**config.mk**
```make
export PLATFORM = sky130hd
export DESIGN_NAME = atm_account_server
export DESIGN_NICKNAME = d
export VERILOG_FILES = /design/src/rtl/atm_pkg.sv /design/src/rtl/atm_pin_guard.sv /design/src/rtl/atm_account_server.sv
export SDC_FILE = /design/constraint.sdc
export NUM_CORES = 1
export LEC_CHECK = 0
export BUFFER_PORTS_ARGS = -buffer_cell sky130_fd_sc_hd__buf_2
export CAP_MARGIN = 40
export CORE_MARGIN = 5
export CORE_UTILIZATION = 40
export DETAILED_ROUTE_END_ITERATION = 10
export PLACE_DENSITY = 0.65
export SYNTH_ARGS = -nofsm -noshare
export SYNTH_HDL_FRONTEND = slang
export SYNTH_HIERARCHICAL = 1
export SYNTH_SLANG_ARGS = --single-unit
```
**constraint.sdc**
```tcl
create_clock -name clk -period 7.5 [get_ports clk]
set_input_delay 1.125 -clock clk [delete_from_list [all_inputs] [get_ports clk]]
set_output_delay 1.125 -clock clk [all_outputs]
set_load 0.01 [all_outputs]
```
**src/rtl/atm_pkg.sv**
```systemverilog
// Shared encodings between the ATM controller and the account server:
// request opcodes, response status codes and the server FSM states.
package atm_pkg;

    typedef enum logic [1:0] {
        OP_BAL = 2'b00,
        OP_DEP = 2'b01,
        OP_WDR = 2'b10,
        OP_END = 2'b11
    } op_e;

    typedef enum logic [1:0] {
        ST_OK         = 2'b00,
        ST_NOT_ENOUGH = 2'b01,
        ST_BAD_PIN    = 2'b10,
        ST_LOCKED     = 2'b11
    } status_e;

    typedef enum logic [1:0] {
        S_IDLE  = 2'b00,
        S_CHECK = 2'b01,
        S_EXEC  = 2'b10,
        S_RESP  = 2'b11
    } state_e;

endpackage

```
**src/rtl/atm_pin_guard.sv**
```systemverilog
// Per-account consecutive wrong-PIN counters and sticky lock flags.
// A lock, once set, only clears on reset.
module atm_pin_guard #(
    parameter int N_ACCT    = 4,
    parameter int ACCT_W    = (N_ACCT > 1) ? $clog2(N_ACCT) : 1,
    parameter int MAX_TRIES = 3
) (
    input  logic              clk,
    input  logic              rst,
    input  logic              check_i,
    input  logic [ACCT_W-1:0] acct_i,
    input  logic              match_i,
    output logic [N_ACCT-1:0] locked_o,
    output logic              lock_now_o
);

    localparam int CNT_W = $clog2(MAX_TRIES + 1);

    logic [CNT_W-1:0]  cnt_q [N_ACCT];
    logic [N_ACCT-1:0] locked_q;

    assign locked_o   = locked_q;
    assign lock_now_o = check_i && !match_i && !locked_q[acct_i]
                        && (cnt_q[acct_i] == CNT_W'(MAX_TRIES - 1));

    // Locked accounts are frozen: their counter already sits at MAX_TRIES.
    always_ff @(posedge clk or negedge rst) begin
        if (!rst) begin
            for (int i = 0; i < N_ACCT; i++) begin
                cnt_q[i] <= '0;
            end
            locked_q <= '0;
        end else if (check_i && !locked_q[acct_i]) begin
            if (match_i) begin
                cnt_q[acct_i] <= '0;
            end else if (cnt_q[acct_i] < CNT_W'(MAX_TRIES)) begin
                cnt_q[acct_i] <= cnt_q[acct_i] + 1'b1;
                if (lock_now_o) begin
                    locked_q[acct_i] <= 1'b1;
                end
            end
        end
    end

endmodule

```
**src/rtl/atm_account_server.sv**
```systemverilog
// Bank-side responder: validates PIN, applies balance/deposit/withdraw on the
// addressed account and returns status plus resulting balance.
module atm_account_server
    import atm_pkg::*;
#(
    parameter int                  N_ACCT    = 4,
    parameter int                  ACCT_W    = (N_ACCT > 1) ? $clog2(N_ACCT) : 1,
    parameter int                  BAL_W     = 8,
    parameter int                  AMT_W     = 4,
    parameter int                  MAX_TRIES = 3,
    parameter int                  INIT_BAL  = 20,
    parameter logic [4*N_ACCT-1:0] PIN_TABLE = {4'hC, 4'hA, 4'h5, 4'hF}
) (
    input  logic              clk,
    input  logic              rst,
    input  logic              req_valid,
    output logic              req_ready,
    input  logic [ACCT_W-1:0] req_acct,
    input  logic [3:0]        req_pin,
    input  logic [1:0]        req_op,
    input  logic [AMT_W-1:0]  req_amount,
    output logic              rsp_valid,
    input  logic              rsp_ready,
    output logic [1:0]        rsp_status,
    output logic [BAL_W-1:0]  rsp_balance,
    output logic [N_ACCT-1:0] acct_locked
);

    state_e             state_q;
    logic               ready_q;
    logic               rspValid_q;
    logic [1:0]         status_q;
    logic [BAL_W-1:0]   rspBal_q;
    logic [ACCT_W-1:0]  acct_q;
    logic [3:0]         pin_q;
    logic [1:0]         op_q;
    logic [AMT_W-1:0]   amt_q;
    logic [BAL_W-1:0]   bal_q [N_ACCT];

    logic               acctInRange_d;
    logic               pinMatch_d;
    logic               acctLocked_d;
    logic               guardCheck_d;
    logic               lockNow_d;
    logic [N_ACCT-1:0]  lockFlags;
    logic [BAL_W-1:0]   curBal_d;
    logic [BAL_W-1:0]   amtWide_d;
    logic [BAL_W:0]     depSum_d;
    logic [BAL_W-1:0]   depBal_d;

    assign req_ready   = ready_q;
    assign rsp_valid   = rspValid_q;
    assign rsp_status  = status_q;
    assign rsp_balance = rspBal_q;
    assign acct_locked = lockFlags;

    // Deposits saturate at all-ones rather than wrapping.
    always_comb begin
        acctInRange_d = ({1'b0, acct_q} < (ACCT_W + 1)'(N_ACCT));
        curBal_d      = acctInRange_d ? bal_q[acct_q] : '0;
        pinMatch_d    = acctInRange_d && (PIN_TABLE[acct_q*4 +: 4] == pin_q);
        acctLocked_d  = acctInRange_d && lockFlags[acct_q];
        guardCheck_d  = (state_q == S_CHECK) && acctInRange_d;
        amtWide_d     = BAL_W'(amt_q);
        depSum_d      = {1'b0, curBal_d} + {1'b0, amtWide_d};
        depBal_d      = depSum_d[BAL_W] ? '1 : depSum_d[BAL_W-1:0];
    end

    atm_pin_guard #(
        .N_ACCT    (N_ACCT),
        .ACCT_W    (ACCT_W),
        .MAX_TRIES (MAX_TRIES)
    ) u_pin_guard (
        .clk        (clk),
        .rst        (rst),
        .check_i    (guardCheck_d),
        .acct_i     (acct_q),
        .match_i    (pinMatch_d),
        .locked_o   (lockFlags),
        .lock_now_o (lockNow_d)
    );

    // req_ready is registered so it stays low through reset and rises one edge later.
    always_ff @(posedge clk or negedge rst) begin
        if (!rst) begin
            state_q    <= S_IDLE;
            ready_q    <= 1'b0;
            rspValid_q <= 1'b0;
            status_q   <= ST_OK;
            rspBal_q   <= '0;
            acct_q     <= '0;
            pin_q      <= '0;
            op_q       <= '0;
            amt_q      <= '0;
            for (int i = 0; i < N_ACCT; i++) begin
                bal_q[i] <= BAL_W'(INIT_BAL);
            end
        end else begin
            case (state_q)
                S_IDLE: begin
                    ready_q <= 1'b1;
                    if (req_valid && ready_q) begin
                        acct_q  <= req_acct;
                        pin_q   <= req_pin;
                        op_q    <= req_op;
                        amt_q   <= req_amount;
                        ready_q <= 1'b0;
                        state_q <= S_CHECK;
                    end
                end
                S_CHECK: begin
                    if (!acctInRange_d) begin
                        status_q <= ST_BAD_PIN;
                        rspBal_q <= '0;
                        state_q  <= S_RESP;
                    end else if (acctLocked_d) begin
                        status_q <= ST_LOCKED;
                        rspBal_q <= '0;
                        state_q  <= S_RESP;
                    end else if (!pinMatch_d || lockNow_d) begin
                        status_q <= ST_BAD_PIN;
                        rspBal_q <= '0;
                        state_q  <= S_RESP;
                    end else begin
                        state_q <= S_EXEC;
                    end
                end
                S_EXEC: begin
                    status_q <= ST_OK;
                    rspBal_q <= curBal_d;
                    state_q  <= S_RESP;
                    case (op_e'(op_q))
                        OP_DEP: begin
                            bal_q[acct_q] <= depBal_d;
                            rspBal_q      <= depBal_d;
                        end
                        OP_WDR: begin
                            if (amtWide_d > curBal_d) begin
                                status_q <= ST_NOT_ENOUGH;
                            end else begin
                                bal_q[acct_q] <= curBal_d - amtWide_d;
                                rspBal_q      <= curBal_d - amtWide_d;
                            end
                        end
                        default: ;
                    endcase
                end
                S_RESP: begin
                    if (!rspValid_q) begin
                        rspValid_q <= 1'b1;
                    end else if (rsp_ready) begin
                        rspValid_q <= 1'b0;
                        ready_q    <= 1'b1;
                        state_q    <= S_IDLE;
                    end
                end
                default: state_q <= S_IDLE;
            endcase
        end
    end

endmodule

```
==> results of run 1 <==
## flip-flops by register name (all words and copies together), names as in the netlist, 2 cells and up
name / cells
bal_q: 32
u_pin_guard/cnt_q: 8
rsp_status: 2
state_q: 2
rsp_balance: 8
pin_q: 4
op_q: 2
amt_q: 4
u_pin_guard/locked_o: 4
acct_q: 2
## area by class of cell
| cell class | count | area, sq um | share of cell area, % |
|---|---|---|---|
| Multi-Input combinational cell | 282 | 2253 | 47.42 |
| Sequential cell | 70 | 1762 | 37.07 |
| Timing Repair Buffer | 36 | 244.0 | 5.134 |
| Tap cell | 136 | 170.2 | 3.581 |
| Clock buffer | 11 | 141.4 | 2.975 |
| Clock inverter | 5 | 106.4 | 2.238 |
| Inverter | 20 | 75.07 | 1.580 |
## per-layer routing
metal	global-route usage [%]	vias up	wire (um)
li1	-	1484	-
met1	20.31	1537	4364
met2	24.25	58	4395
met3	3.235	7	366
met4	4.327	0	114
met5	0	-	0
## path summary, 6_finish.rpt
| check | end | slack [ns] | cells past startpoint |
|---|---|---|---|
| worst min register to register | bal_q[19]$_DFFE_PN0P_ | 0.48 | 2 |
| max in group asynchronous | bal_q[18]$_DFFE_PN1P_ | 6.15 | 3 |
| worst max-delay path | bal_q[5]$_DFFE_PN0P_ | 3.69 | 8 |
| worst min-delay path | bal_q[19]$_DFFE_PN0P_ | 0.48 | 2 |
| worst max register to register | bal_q[5]$_DFFE_PN0P_ | 3.69 | 8 |
| min in group asynchronous | rsp_balance[2]$_DFFE_PN0P_ | 0.76 | 2 |
## cell families (layout without fill, tap and decap cells)
| group | after synthesis | in the layout | synth area share, % |
|---|---|---|---|
| mux | 45 | 45 | 15.09 |
| buf+inv | 41 | 72 | 4.960 |
| xor+xnor | 6 | 6 | 1.247 |
| simple gates | 108 | 108 | 13.84 |
| compound gates | 103 | 103 | 16.75 |
| fa+ha+maj | 20 | 20 | 6.297 |
| flops | 70 | 70 | 41.82 |
## through the flow
step	setup WS (ns)	cells	utilization, %	area (sq um)
after floorplan	3.962	393	-	4213
after global placement	3.558	540	43.04	4423
after detailed placement	3.687	544	43.83	4504
after CTS	3.659	560	46.24	4752
after global routing	3.452	560	46.24	4752
final	3.688	560	46.24	4752
## worst register-to-register path: cells and delay by family, from the launching register on
family	cells	cell delay, ns
mux	2	0.93
simple gates	2	0.80
flops	1	0.76
compound gates	2	0.56
fa+ha+maj	1	0.41
buf+inv	1	0.25
## cells in the final DEF, fill, tap and decap left out, types with 4 or more instances in the layout
cell type	count
mux4_2	9
o21ai_0	43
nand2_1	38
a21oi_1	10
nor2_1	16
o21a_1	4
ha_1	18
buf_2	31
dfstp_2	8
xnor2_1	4
nor3_1	4
clkbuf_8	10
o31ai_1	7
nand4_1	4
o21ai_4	4
a221o_1	4
nor2b_1	7
mux2_2	31
dfrtp_1	62
nand3_1	5
inv_1	20
a31oi_1	4
nand2b_1	6
==> results by group, run 1 <==
Routing
  – WL per Instance: approximately 17 um
  – DRT Pass-1 Iters: 4
  – Routed wire length: just over 9 mm
  – Drt initial violations: between 200 and 250
  – Final ANT Viol Nets: 0
  – Vias post-DR: ~3,100
  – # DRC: 0
  – Vias/cell: around 5.5

GRT
  – Vias in the first global route: between 3,000 and 4,000
  – Largest net degree at the start of global routing: 50
  – Total Routing Usage GR: roughly 15%
  – GRT overflow: 0
  – Global-route wire length before repair: roughly 16 mm
  – Initial antenna violation count: 0

Hold path
  – Hold path startpoint: bal_q[19]$_DFFE_PN0P_
  – Type of the worst min-delay path: register to register

Place
  – Hpwl dp: between 6 and 7 mm
  – GPL Wtd Cong: between 0.8 and 0.9
  – PortBufs: 31

Floorplanning
  – Initial Util: between 40 and 50%
  – Die W: 112.6 um
  – # rows: 37
  – Core Region: slightly above 10,000 sq um
  – Die height: between 100 and 150 um
  – I/O pin count: 32
  – Die area: about 13,000 sq um

Status
  – Result of the run: complete, no violations

CTS
  – CTS tree: yes
  – Postcts setup bufs: 0
  – CTS Hold Bufs: 0
  – CTS root buf: clkbuf_8
  – Worst skew pair latency: ~0.34 ns
  – Clk pin slew, worst setup/hold paths: 0.08 ns
  – Max Root-Sink Buffers: 2
  – Clock Sinks: 70
  – Htree depth: 3
  – Inserted Clock Buffers: 9
  – PostCTS Resize Cnt: 0

Synth
  – Area contributors post-synth: dfrtp_1 (37%), mux2_2 (8.3%), ha_1 (5.3%), o21ai_0 (5.1%), dfstp_2 (5.0%)
  – Mapped cell area: approximately 4200 sq um
  – EDFF count, synth: 0
  – Commonest cells post-synth: dfrtp_1 (62), o21ai_0 (43), nand2_1 (38)
  – FFs w/ async S/R, synth: between 90% and 100%
  – Synth warn: 6
  – Yosys reg bits: 70
  – Top-count cell post-synth: dfrtp_1
  – Area share of the largest cell type after synthesis: about 37%
  – Top FF cell, synth: dfrtp_1
  – Post-Syn Nets: between 400 and 500
  – Register area share after synthesis: 41.82%
  – Yosys top cell by area: dfrtp_1
  – Avg Synthesized Cell Area: approximately 11 sq um
  – Syn Inst Count: between 300 and 400
  – Distinct cell type count after synthesis: 65

STA
  – Minimum clock period after layout: about 3.8 ns
  – Hold Slack: 0.4783 ns
  – Max-slew violations: 0
  – Max_slew headroom: 52.94%
  – TNS Setup: 0 ns
  – Unrepaired setup endpoints after global routing: no
  – Fin. Hold Viols: 0
  – Clock skew: roughly 0.0095 ns
  – Max Fclk: approximately 260 MHz
  – Final setup violation count: 0
  – Final worst path period share: between 50% and 60%
  – Worst slew pin tran: 0.7039 ns

Final layout
  – Layout cell share with drive strength beyond 1: approximately 27%
  – Fin nets: ~460
  – Fillers: about 950
  – Area Overhead vs Synth: 12.80%
  – ANT cells: 0

Worst setup path
  – Buffers and inverters on the worst path: 1
  – CP Max Fanout: 19
  – Worst path cell trace: buf_8, mux4_2, ha_1, nor2b_1, o21a_1, or4_4, o21ai_4, mux2_2
  – Req. time, crit path: 7.72 ns
  – Reg2reg start: acct_q[0]$_DFFE_PN0P_
  – Crit path largest cell delay: between 0.7 and 0.8 ns
  – WP data arrival: 4.04 ns
  – Crit path launch type: register
  – Worst Setup End Kind: register
  – Critical path origin: acct_q[0]$_DFFE_PN0P_
  – Slowest cell on the critical path: dfrtp_1
  – Crit path kind: register to register
  – CP delay by family, top: multiplexers

Run
  – Max-Cap Viols: 0
Power of run 1 is not shown: default switching activity piles up to over one toggle a cycle in this logic, so the estimate is an artifact.
==> inputs of run 2 (changes only) <==
PLACE_DENSITY = 0.67   (was 0.65)
clock period = 3.4 ns   (was 7.5 ns; I/O delays follow)
==> run 2 against run 1 <==
Global-route usage up 0.85 points. Worst setup slack worse by 3.5 ns. Flip-flop and latch count unchanged. Critical path depth up 1. Final cell count up 3.0%. Critical path type unchanged.
==> results by group, run 2 (synthesized netlist as in run 1, its figures left out) <==
GRT
  – Global-route wire length before repair: 16.22 mm (+4.0%)
  – GRT overflow: 0 (unchanged)
  – Largest net degree at the start of global routing: 51 (+2.0%)
  – Initial antenna violation count: 0 (unchanged)
  – Vias in the first global route: 3,251 (+6.5%)
  – Total Routing Usage GR: 15.86% (+0.85 points)

STA
  – Minimum clock period after layout: 3.171 ns (-0.6406 ns)
  – Max Fclk: 315.3 MHz (+20%)
  – Final worst path period share: 93.28% (+42 points)
  – Max-slew violations: 0 (unchanged)
  – Unrepaired setup endpoints after global routing: no
  – Worst slew pin tran: 0.6627 ns (-0.04120 ns)
  – Final setup violation count: 0 (unchanged)
  – Fin. Hold Viols: 0 (unchanged)
  – TNS Setup: 0 ns (unchanged)
  – Max_slew headroom: 55.82% (+2.9 points)
  – Clock skew: 0.006759 ns (-0.002759 ns)

Floorplanning
  – Die height: 112.6 um (unchanged)
  – I/O pin count: 32 (unchanged)
  – # rows: 37 (unchanged)
  – Die W: 112.6 um (unchanged)
  – Die area: 12,680 sq um (unchanged)
  – Core Region: 10,280 sq um (unchanged)
  – Initial Util: 40.99% (unchanged)

Worst setup path
  – Worst Setup End Kind: register
  – Crit path kind: register to register
  – Crit path largest cell delay: 0.57 ns (-0.19 ns)
  – Req. time, crit path: 3.61 ns (-4.11 ns)
  – CP Max Fanout: 7 (-12)
  – WP data arrival: 3.38 ns (-0.66 ns)
  – Worst path cell trace: mux4_2, ha_1, fa_1, nand2b_1, a21oi_1, buf_4, o211a_1, o31ai_1, o21ai_0
  – Reg2Reg Setup Slack: 0.23 ns (-3.46 ns)
  – Slowest cell on the critical path: o31ai_1
  – Crit path launch type: register

Place
  – PortBufs: 31 (unchanged)
  – GPL Wtd Cong: 0.8903 (+3.9%)
  – Hpwl dp: 7.067 mm (+1.7%)

Final layout
  – Area of the multi-input gates: 2260 sq um (+0.28%)
  – Most frequent cells in the layout: dfrtp_1 (61), o21ai_0 (43), nand2_1 (38)
  – Area Overhead vs Synth: 13.75%
  – Reg area: 1763 sq um (about the same)
  – Largest Register: bal_q
  – Core Util, Final: 46.63% (+0.39 points)
  – Fin nets: 472 (+3.7%)
  – Layout cell share with drive strength beyond 1: 30.61% (+3.5 points)
  – Fillers: 959 (+1.1%)
  – Max FFs per register: 32 (unchanged)
  – ANT cells: 0 (unchanged)
  – Most common cell after layout, fill and taps aside: dfrtp_1

CTS
  – Clk pin slew, worst setup/hold paths: 0.08 ns (about the same)
  – CTS root buf: clkbuf_8
  – Max Root-Sink Buffers: 2 (unchanged)
  – CTS tree: yes
  – Worst skew pair latency: 0.35 ns (about the same)
  – Inserted Clock Buffers: 9 (unchanged)
  – Postcts setup bufs: 0 (unchanged)
  – Htree depth: 3 (unchanged)
  – Clock Sinks: 70 (unchanged)

Routing
  – DRT Pass-1 Iters: 6 (+2)
  – Routed wire length: 9.630 mm (+4.2%)
  – Vias post-DR: 3,155 (+2.2%)
  – Drt initial violations: 159 (-31%)
  – # DRC: 0 (unchanged)
  – Vias/cell: 5.468 (-0.78%)
  – Final ANT Viol Nets: 0 (unchanged)
  – WL per Instance: 16.69 um (+1.2%)

Hold path
  – Type of the worst min-delay path: input pin to async pin

Run
  – Max-Cap Viols: 0 (unchanged)

Status
  – Result of the run: complete, no violations
[run 2: timing repair]
action | 4_1_cts | 5_1_grt
setup endpoints to repair | 0 | 20
resized for setup | 0 | 2
hold buffers | 0 | 0
[run 2: routing by layer]
metal	vias up	share of wire, %	track usage, %
met5	-	0	0
met4	0	2.2	6.651
met3	15	4.7	2.695
met2	81	46	24.13
met1	1542	47	22.32
li1	1517	-	-
[run 2: critical path: cells and delay by family, from the launching register on]
family | cells | cell delay [ns]
and+or+nand+nor | 1 | 0.09
muxes | 1 | 0.55
DFF | 1 | 0.47
AOI/OAI and AO/OA | 4 | 1.12
buffers and inverters | 1 | 0.15
adders and majority gates | 2 | 0.63
[run 2: final timing paths]
check                                     startpoint                   endpoint  depth (start not counted)
max reg2reg                    acct_q[0]$_DFFE_PN0P_       bal_q[9]$_DFFE_PN0P_                          9
max in group asynchronous                        rst      bal_q[26]$_DFFE_PN1P_                          3
min in group clk                           req_op[1]        op_q[1]$_DFFE_PN0P_                          2
min reg2reg                rsp_status[0]$_DFFE_PN0P_  rsp_status[0]$_DFFE_PN0P_                          2
min                                              rst      bal_q[29]$_DFFE_PN0P_                          2
max                            acct_q[0]$_DFFE_PN0P_       bal_q[9]$_DFFE_PN0P_                          9
[run 2: final cells by class]
cell class / instances / share of cell area (%)
multi-input cells: 282 / 47.15
clock inverters: 6 / 0.9661
inverters: 20 / 1.567
well taps: 136 / 3.551
clock buffers: 10 / 2.872
flip-flops and latches: 70 / 36.79
repair buffers: 53 / 7.102
[run 2: stage by stage]
step,cell area (sq um),hold slack [ns],setup WS (ns),instances
floorplan,4214,0.2144,0.02625,393
global route,4792,0.1474,0.04051,577
detailed placement,4601,0.4648,0.1345,561
CTS,4785,0.1285,0.1157,577
finish,4792,0.1261,0.2286,577
global placement,4573,0.4608,0.1977,560
Power of run 2 is left out for the same reason.
==> inputs of run 3 (changes only) <==
BUFFER_PORTS_ARGS = -buffer_cell sky130_fd_sc_hd__buf_4   (was -buffer_cell sky130_fd_sc_hd__buf_2)
PLACE_DENSITY = 0.65   (was 0.67)
clock period = 3.25 ns   (was 3.4 ns; I/O delays follow)
==> run 3 against run 2 <==
Hold slack better by 0.24 ns. Worst setup slack lost 0.058 ns. Non-clock buffer count rose by 1. Die area did not move. Highest routed layer unchanged. Routed wire length is 4.1% lower. Global-route usage down 0.79 points. Final cell count up 0.17%.
==> results by group, run 3 (synthesized netlist as in run 1, its figures left out) <==
Routing
  – Vias/cell: 5.455 (-0.24%)
  – WL per Instance: 15.98 um (-4.3%)
  – Routed wire length: 9.235 mm (-4.1%)
  – Final ANT Viol Nets: 0 (unchanged)
  – # DRC: 0 (unchanged)
  – Vias post-DR: 3,153 (-0.063%)
  – DRT Pass-1 Iters: 4 (-2)
  – Drt initial violations: 182 (+14%)

Worst setup path
  – CP Max Fanout: 5 (-2)
  – Crit path kind: register to register
  – Worst Setup End Kind: register
  – Slowest cell on the critical path: mux4_2
  – Worst reg2reg path depth: 9 (unchanged)
  – Crit path launch type: register
  – Req. time, crit path: 3.48 ns (-0.13 ns)
  – Critical R2R Capture: bal_q[30]$_DFFE_PN0P_
  – Reg2Reg Setup Slack: 0.17 ns (-0.06 ns)
  – Crit-path most repeated cell: mux2_2
  – Crit path largest cell delay: 0.56 ns (about the same)
  – Reg2reg start: acct_q[0]$_DFFE_PN0P_
  – Critical path origin: acct_q[0]$_DFFE_PN0P_
  – Worst path cell trace: mux4_2, ha_1, fa_1, nand2b_1, a21oi_1, o211ai_1, mux2_2, mux2_2, mux2_2
  – WP data arrival: 3.31 ns (-0.07 ns)

Place
  – Post-Place Worst Slack: 0.04700 ns (-0.08750 ns)
  – Hpwl dp: 6.921 mm (-2.1%)
  – GPL Wtd Cong: 0.8619 (-3.2%)
  – Dpl cells: 561 (unchanged)
  – PortBufs: 31 (unchanged)

CTS
  – Clk pin slew, worst setup/hold paths: 0.08 ns (about the same)
  – CTS tree: yes
  – Htree depth: 3 (unchanged)
  – Inserted Clock Buffers: 9 (unchanged)
  – Clock Sinks: 70 (unchanged)
  – Max Root-Sink Buffers: 2 (unchanged)
  – Worst skew pair latency: 0.35 ns (about the same)
  – CTS root buf: clkbuf_8
  – Postcts setup bufs: 0 (unchanged)

Floorplanning
  – Initial Util: 40.99% (unchanged)
  – Die W: 112.6 um (unchanged)
  – I/O pin count: 32 (unchanged)
  – Core Region: 10,280 sq um (unchanged)
  – Die area: 12,680 sq um (unchanged)
  – Die height: 112.6 um (unchanged)
  – # rows: 37 (unchanged)

STA
  – Final worst path period share: 94.74% (+1.5 points)
  – Minimum clock period after layout: 3.079 ns (-0.09217 ns)
  – TNS Setup: 0 ns (unchanged)
  – Max Fclk: 324.8 MHz (+3.0%)
  – Final Worst Setup Slack: 0.1708 ns (-0.05783 ns)
  – Max_slew headroom: 53.89% (-1.9 points)
  – Worst slew pin tran: 0.6917 ns (+0.02894 ns)
  – Unrepaired setup endpoints after global routing: no
  – Clock skew: 0.01179 ns (+0.005029 ns)
  – Final setup violation count: 0 (unchanged)
  – Max-slew violations: 0 (unchanged)
  – Fin. Hold Viols: 0 (unchanged)

Final layout
  – Max FFs per register: 32 (unchanged)
  – Most frequent cells in the layout: dfrtp_1 (61), buf_4 (52), o21ai_0 (42)
  – Fillers: 950 (-0.94%)
  – Layout cell share with drive strength beyond 1: 31.22% (+0.61 points)
  – Layout Cells excl Fill: 578 (+0.17%)
  – Fin nets: 473 (+0.21%)
  – Reg area: 1763 sq um (unchanged)
  – ANT cells: 0 (unchanged)
  – Largest Register: bal_q
  – Area of the multi-input gates: 2276 sq um (+0.72%)
  – Most common cell after layout, fill and taps aside: dfrtp_1
  – Area Overhead vs Synth: 16.75%

Run
  – Max-Cap Viols: 0 (unchanged)

GRT
  – Largest net degree at the start of global routing: 55 (+7.8%)
  – GRT overflow: 0 (unchanged)
  – Initial antenna violation count: 0 (unchanged)
  – Vias in the first global route: 3,161 (-2.8%)
  – Global-route wire length before repair: 15.59 mm (-3.8%)
  – Total Routing Usage GR: 15.07% (-0.79 points)

Hold path
  – Hold endpoint: pin_q[0]$_DFFE_PN0P_
  – Type of the worst min-delay path: input pin to register
  – Hold path startpoint: req_pin[0]
  – Hold path depth: 2

Status
  – Result of the run: complete, no violations
run 3: what timing repair did:
item,4_1_cts,5_1_grt
resized for setup,1,8
endpoints found under the setup margin,3,39
hold endpoints to repair,3,0
gates cloned,0,0
pin swaps,0,2
hold buffers,1,0
run 3: worst max path at each step:
| stage | slack (ns) | cells past startpoint | endpoint |
|---|---|---|---|
| finish | 0.17 | 9 | bal_q[30]$_DFFE_PN0P_ |
| global route | 0.02 | 11 | bal_q[12]$_DFFE_PN1P_ |
| CTS | 0.07 | 9 | bal_q[9]$_DFFE_PN0P_ |
| detailed placement | 0.05 | 10 | bal_q[12]$_DFFE_PN1P_ |
| global placement | 0.07 | 9 | bal_q[1]$_DFFE_PN0P_ |
| floorplan | 0.001 | 10 | bal_q[13]$_DFFE_PN0P_ |
run 3: area by class of cell:
cell class              instances  share of cell area (%)
multi-input cells             282                   46.27
flip-flops and latches         70                   35.84
clock inverters                 6                   1.399
inverters                      20                   1.526
clock buffers                  10                   2.798
well taps                     136                   3.460
repair buffers                 54                   8.700
run 3: critical path, delay by kind of cell (launching register included):
family,cells,cell delay [ns]
mux,4,1.50
fa+ha+maj,2,0.64
flops,1,0.44
compound gates,2,0.29
simple gates,1,0.10
run 3: per-stage QoR:
stage / hold slack [ns] / utilization, % / cell area [sq um]
finish: 0.3685 / 47.86 / 4918
detailed placement: 0.3848 / 45.52 / 4678
floorplan: 0.1919 / - / 4225
global route: 0.3457 / 47.86 / 4918
CTS: 0.3514 / 47.63 / 4895
global placement: 0.4603 / 45.25 / 4651
run 3: routing by layer:
metal	up-vias	routed length, um	GRT usage [%]
met2	67	4258	23.42
met3	9	416	3.342
met4	0	114	5.128
met1	1556	4446	20.81
met5	-	0	0
li1	1521	-	-
Power of run 3 is left out for the same reason.
